<file path="src/rtl/dmaster_b2p_channel_adapter.sv">
// Receive-side channel adapter: filters a channel-tagged byte stream down to CHANNEL_SEL,
// checks SOP/EOP framing, and presents the result through an output register plus skid entry.
// Optional packet counter enabled by defining DMASTER_B2P_PKT_COUNT_EN.
module dmaster_b2p_channel_adapter #(
  parameter int unsigned CHANNEL_SEL = 0,
  parameter int unsigned CNT_W       = 16
) (
  input  logic             clk,
  input  logic             reset,
  output logic             in_ready,
  input  logic             in_valid,
  input  logic [7:0]       in_data,
  input  logic             in_startofpacket,
  input  logic             in_endofpacket,
  input  logic [7:0]       in_channel,
  input  logic             out_ready,
  output logic             out_valid,
  output logic [7:0]       out_data,
  output logic             out_startofpacket,
  output logic             out_endofpacket,
  output logic [CNT_W-1:0] drop_count,
  output logic [CNT_W-1:0] orphan_count,
  output logic             frame_err,
  output logic [CNT_W-1:0] pkt_count
);

  localparam logic [7:0] CHAN_SEL_B = 8'(CHANNEL_SEL);

  typedef enum logic [0:0] {
    ST_IDLE   = 1'b0,
    ST_IN_PKT = 1'b1
  } state_t;

  function automatic logic [CNT_W-1:0] sat_inc(input logic [CNT_W-1:0] v);
    if (&v) begin
      return v;
    end else begin
      return v + CNT_W'(1);
    end
  endfunction

  state_t           state_q, state_d;
  logic             out_valid_q, out_valid_d;
  logic [7:0]       out_data_q, out_data_d;
  logic             out_sop_q, out_sop_d;
  logic             out_eop_q, out_eop_d;
  logic             skid_valid_q, skid_valid_d;
  logic [7:0]       skid_data_q, skid_data_d;
  logic             skid_sop_q, skid_sop_d;
  logic             skid_eop_q, skid_eop_d;
  logic [CNT_W-1:0] drop_q, drop_d;
  logic [CNT_W-1:0] orphan_q, orphan_d;
  logic             ferr_q, ferr_d;

  logic accept_s;
  logic chan_match_s;
  logic fwd_s;
  logic drain_s;

  // Accepting only while the skid is empty guarantees there is always room for the beat.
  assign in_ready     = ~skid_valid_q & ~reset;
  assign accept_s     = in_valid & in_ready;
  assign chan_match_s = (in_channel == CHAN_SEL_B);
  assign drain_s      = out_valid_q & out_ready;

  // Channel filter, framing FSM and diagnostic counters.
  always_comb begin
    state_d  = state_q;
    fwd_s    = 1'b0;
    drop_d   = drop_q;
    orphan_d = orphan_q;
    ferr_d   = ferr_q;
    if (accept_s) begin
      if (!chan_match_s) begin
        drop_d = sat_inc(drop_q);
      end else begin
        case (state_q)
          ST_IDLE: begin
            if (in_startofpacket) begin
              fwd_s   = 1'b1;
              state_d = in_endofpacket ? ST_IDLE : ST_IN_PKT;
            end else begin
              orphan_d = sat_inc(orphan_q);
              ferr_d   = 1'b1;
            end
          end
          ST_IN_PKT: begin
            fwd_s   = 1'b1;
            state_d = in_endofpacket ? ST_IDLE : ST_IN_PKT;
            if (in_startofpacket) begin
              ferr_d = 1'b1;
            end else begin
              ferr_d = ferr_q;
            end
          end
          default: begin
            state_d = ST_IDLE;
          end
        endcase
      end
    end else begin
      state_d = state_q;
    end
  end

  // Output register plus skid entry; the skid always drains ahead of any new beat.
  always_comb begin
    out_valid_d  = out_valid_q;
    out_data_d   = out_data_q;
    out_sop_d    = out_sop_q;
    out_eop_d    = out_eop_q;
    skid_valid_d = skid_valid_q;
    skid_data_d  = skid_data_q;
    skid_sop_d   = skid_sop_q;
    skid_eop_d   = skid_eop_q;
    if (!out_valid_q || drain_s) begin
      if (skid_valid_q) begin
        out_valid_d  = 1'b1;
        out_data_d   = skid_data_q;
        out_sop_d    = skid_sop_q;
        out_eop_d    = skid_eop_q;
        skid_valid_d = 1'b0;
      end else if (fwd_s) begin
        out_valid_d = 1'b1;
        out_data_d  = in_data;
        out_sop_d   = in_startofpacket;
        out_eop_d   = in_endofpacket;
      end else begin
        out_valid_d = 1'b0;
      end
    end else begin
      if (fwd_s) begin
        skid_valid_d = 1'b1;
        skid_data_d  = in_data;
        skid_sop_d   = in_startofpacket;
        skid_eop_d   = in_endofpacket;
      end else begin
        skid_valid_d = skid_valid_q;
      end
    end
  end

  // State registers with synchronous reset.
  always_ff @(posedge clk) begin
    if (reset) begin
      state_q      <= ST_IDLE;
      out_valid_q  <= 1'b0;
      out_data_q   <= 8'h00;
      out_sop_q    <= 1'b0;
      out_eop_q    <= 1'b0;
      skid_valid_q <= 1'b0;
      skid_data_q  <= 8'h00;
      skid_sop_q   <= 1'b0;
      skid_eop_q   <= 1'b0;
      drop_q       <= '0;
      orphan_q     <= '0;
      ferr_q       <= 1'b0;
    end else begin
      state_q      <= state_d;
      out_valid_q  <= out_valid_d;
      out_data_q   <= out_data_d;
      out_sop_q    <= out_sop_d;
      out_eop_q    <= out_eop_d;
      skid_valid_q <= skid_valid_d;
      skid_data_q  <= skid_data_d;
      skid_sop_q   <= skid_sop_d;
      skid_eop_q   <= skid_eop_d;
      drop_q       <= drop_d;
      orphan_q     <= orphan_d;
      ferr_q       <= ferr_d;
    end
  end

  assign out_valid         = out_valid_q;
  assign out_data          = out_data_q;
  assign out_startofpacket = out_sop_q;
  assign out_endofpacket   = out_eop_q;
  assign drop_count        = drop_q;
  assign orphan_count      = orphan_q;
  assign frame_err         = ferr_q;

`ifdef DMASTER_B2P_PKT_COUNT_EN
  logic [CNT_W-1:0] pkt_q, pkt_d;

  // Completed packets leaving on the downstream interface.
  always_comb begin
    if (drain_s && out_eop_q) begin
      pkt_d = sat_inc(pkt_q);
    end else begin
      pkt_d = pkt_q;
    end
  end

  // Packet counter register.
  always_ff @(posedge clk) begin
    if (reset) begin
      pkt_q <= '0;
    end else begin
      pkt_q <= pkt_d;
    end
  end

  assign pkt_count = pkt_q;
`else
  assign pkt_count = '0;
`endif

endmodule

</file>
<file path="config.mk">
export PLATFORM = sky130hd
export DESIGN_NAME = dmaster_b2p_channel_adapter
export DESIGN_NICKNAME = d
export VERILOG_FILES = /design/src/rtl/dmaster_b2p_channel_adapter.sv
export SDC_FILE = /design/constraint.sdc
export NUM_CORES = 1
export LEC_CHECK = 0
export ABC_AREA = 1
export CAP_MARGIN = 20
export CORE_AREA = 2 2 85 107
export CTS_CLUSTER_DIAMETER = 150
export CTS_CLUSTER_SIZE = 14
export DETAILED_ROUTE_END_ITERATION = 10
export DIE_AREA = 0 0 87 109
export PLACE_DENSITY = 0.66
export SYNTH_ARGS = -nofsm -noshare
export SYNTH_HDL_FRONTEND = slang
export SYNTH_SLANG_ARGS = --single-unit
</file>
<file path="constraint.sdc">
create_clock -name clk -period 2 [get_ports clk]
set_input_delay 0.2 -clock clk [delete_from_list [all_inputs] [get_ports clk]]
set_output_delay 0.2 -clock clk [all_outputs]
set_load 0.005 [all_outputs]
</file>
==> reports/metrics.cfg <==
[outcome]
outcome = finished, final reports clean

[cts]
cts_resized = 0
clk_latency_ps = 320
tritoncts = yes
path_clk_slew_ps = 110
cts_setup_buffers = 0
root_buffer = clkbuf_8
holdBufCountCts = 0
cts_buffer_depth = 2
cts-htree-levels = 2
cts.sinks = 56
cts_inserted_buffers = 5

[timing]
maxSlewViolCount = 0
hold_violations = 0
timing.final.ws_setup_ps = 327
timing.setup.tns_ps = 0
min_period_ps = 1670
fmax_mhz = 598
min_period_over_period = 0.837
finalClockSkew_ps = 11.4
setup_viol = 0
rsz0062_at_grt = false

[worst_setup_path]
r2r_slack_ps = 330
max_stage_delay_ps = 410
r2r-start = drop_count[0]$_SDFFE_PP0P_
crit_path_frequent_cell = nand2_1
cp.arrival_ps = 1920
startpoint_type = register
reg2reg_depth = 10
crit_type = reg2reg
cp_max_fo = 28
r2r-end = drop_count[0]$_SDFFE_PP0P_
path_cells = ha_1 -> nand2_1 -> nor2_1 -> nand2_1 -> nor2_2 -> nor2_4 -> buf_12 -> nand2_1 -> nand2_1 -> a21oi_1
cp-end-kind = register
crit_path_top_delay_cell = dfxtp_1
crit_required_ps = 2240

[power]
design_power_total_mw = 1.89
internal_power_mw = 1.43
p_leak_nw = 1.59
p_comb_frac = 0.068
p_sw_mw = 0.469
p_per_area_nw_per_um2 = 452
peakVddDrop_mv = 0.376
p_clk_frac = 0.342
swShare = 0.248
seqPwrFrac = 0.591

[hold_path]
hold_end = skid_data_q[2]$_SDFFE_PP0P_
hp-start = in_data[2]
min_path_type = in2reg
hold_depth = 3

[placement]
io_buffers = 66
dp_hpwl_um = 6000
dp_cells = 641
gp_congestion = 0.856
pre_cts_ws_ps = 106

[yosys]
async_flop_share = 0
netlist.area_leader.share = 0.339
synth_cells = 473
yosysSeqAreaShare = 0.339
ys.flop_type = dfxtp_1
synth_edf_count = 0
syn_avg_cell_area_sq_um = 6.98
syn_area_sq_um = 3300
netlist_top_cells_area = dfxtp_1 (34%), nand2_1 (11%), nor2_1 (9.5%)
synth_seq_cells = 56
yosysTopAreaCell = dfxtp_1
synthDistinctLibCells = 38
ys_warn_count = 0

[floorplan]
die_w_um = 87
ios = 83
die-area_sq_um = 9480
core_sq_um = 8510
rows = 38
die_height_um = 109
start_util = 0.388

[cells_and_area]
register_area_sq_um = 1120
syn_to_final_growth_pct = 26.9
n_fill_cell = 856
multi_input_area_sq_um = 1860
diodes = 0
fin_cells = 649
final_nets = 573
drive_gt1_frac = 0.131

[drt]
met2_wirelength_um = 4020
wl_met1_um = 3390
drc = 0
dr.pass1.iters = 4
postRouteWirelength_um = 8020
detail_route.wl_per_cell_um = 12.4
highest_layer = met4
vias_per_cell = 4.92
drt_iter0_markers = 139
detail-route-antenna-nets = 0
vias = 3191
wl_met3_um = 448

[global_route]
track_usage = 0.177
overflow = 0
grt_pass1_vias = 3109
grt_max_degree = 31
grt_pass1_wl_um = 13500
antenna_found_initial = 0

[job]
drv_cap = 0

layout by cell type, fill, tap and decap left out, types with 16 or more instances in the layout:
master	n
buf_4	17
a21oi_1	24
clkdlybuf4s50_1	66
inv_1	37
nor2_1	84
o21ai_0	18
conb_1	16
nand3_1	38
nand2_1	97
dfxtp_1	56
worst max-delay path by stage:
stage,slack (ps),endpoint,from,cells past startpoint
2_1_floorplan,380,orphan_count[15]$_SDFFE_PP0P_,orphan_count[0]$_SDFFE_PP0P_,9
3_5_place_dp,110,skid_data_q[7]$_SDFFE_PP0P_,reset,9
3_3_place_gp,120,skid_data_q[2]$_SDFFE_PP0P_,in_startofpacket,9
4_1_cts,310,orphan_count[15]$_SDFFE_PP0P_,orphan_count[1]$_SDFFE_PP0P_,8
6_report,330,drop_count[0]$_SDFFE_PP0P_,drop_count[0]$_SDFFE_PP0P_,10
5_1_grt,130,orphan_count[1]$_SDFFE_PP0P_,orphan_count[10]$_SDFFE_PP0P_,7
kinds of logic (layout without fill, tap and decap cells):
logic type               count (synthesis)  after routing  synth area share
AND/OR/NAND/NOR                        259            259             0.360
AO/OA/AOI/OAI                           65             65             0.124
other                                    1             16           0.00114
adder cells (fa/ha/maj)                  3              3            0.0114
flip-flops                              56             56             0.339
buffers and inverters                   72            133             0.116
XOR/XNOR                                 8              8            0.0212
multiplexers                             9              9            0.0273
final cells by class:
type	instances	area share
clock buffers	5	0.0164
clock inverters	3	0.00448
inverters	39	0.0361
multi-input cells	360	0.443
flip-flops and latches	56	0.268
well taps	100	0.0299
repair buffers	86	0.202
worst max-delay path: cells and delay by family, from the launching register on:
kind,cells,cell delay (ps)
fa+ha+maj,1,230
flops,1,410
simple gates,7,680
buf+inv,1,160
compound gates,1,130
synthesized netlist by cell type (2+ instances only):
cell and n:
buf_4 17, o21ai_2 7, nand4_1 7, inv_1 37, a21oi_1 24, dfxtp_1 56
buf_2 6, mux2i_1 9, o21ai_1 2, o21bai_1 2, ha_1 3, nand2_4 2
xor2_1 6, clkbuf_1 4, nand2_2 10, nand3_1 38, nor2_2 4, buf_1 3
nand2_1 97, nor3_1 6, nor2_1 84, nand3b_1 2, nor2_4 4, xnor2_1 2
o21ai_0 18, a21oi_2 10, nor2_8 2
metal layers:
| metal | global-route usage | vias up |
|---|---|---|
| li1 | - | 1640 |
| met1 | 0.199 | 1452 |
| met2 | 0.322 | 85 |
| met3 | 0.0371 | 14 |
| met4 | 0.0670 | 0 |
| met5 | 0 | - |
power groups by stage:
| stage | combinational, mW | clock, mW | sequential (mW) |
|---|---|---|---|
| after floorplan | 0.0825 | 0 | 1.14 |
| after detailed placement | 0.129 | 0 | 1.15 |
| final | 0.128 | 0.647 | 1.12 |
| after global routing | 0.143 | 0.696 | 1.12 |
| after CTS | 0.130 | 0.665 | 1.12 |
| after global placement | 0.128 | 0 | 1.15 |
sequential cells by signal, indices dropped and copies added, names as in the netlist:
name,count
drop_count,16
orphan_count,16
out_data,8
skid_data_q,8
frame_err,1
out_endofpacket,1
out_startofpacket,1
out_valid,1
skid_eop_q,1
skid_sop_q,1
skid_valid_q,1
state_q,1
per-stage QoR:
step / cell area [sq um] / util / hold WS, ps
after floorplan: 3360 / - / 335
after CTS: 4190 / 0.492 / 479
after global placement: 4100 / 0.482 / 458
after global routing: 4190 / 0.492 / 491
final: 4190 / 0.492 / 481
after detailed placement: 4100 / 0.482 / 463
Power figures use the tool's default switching activity.
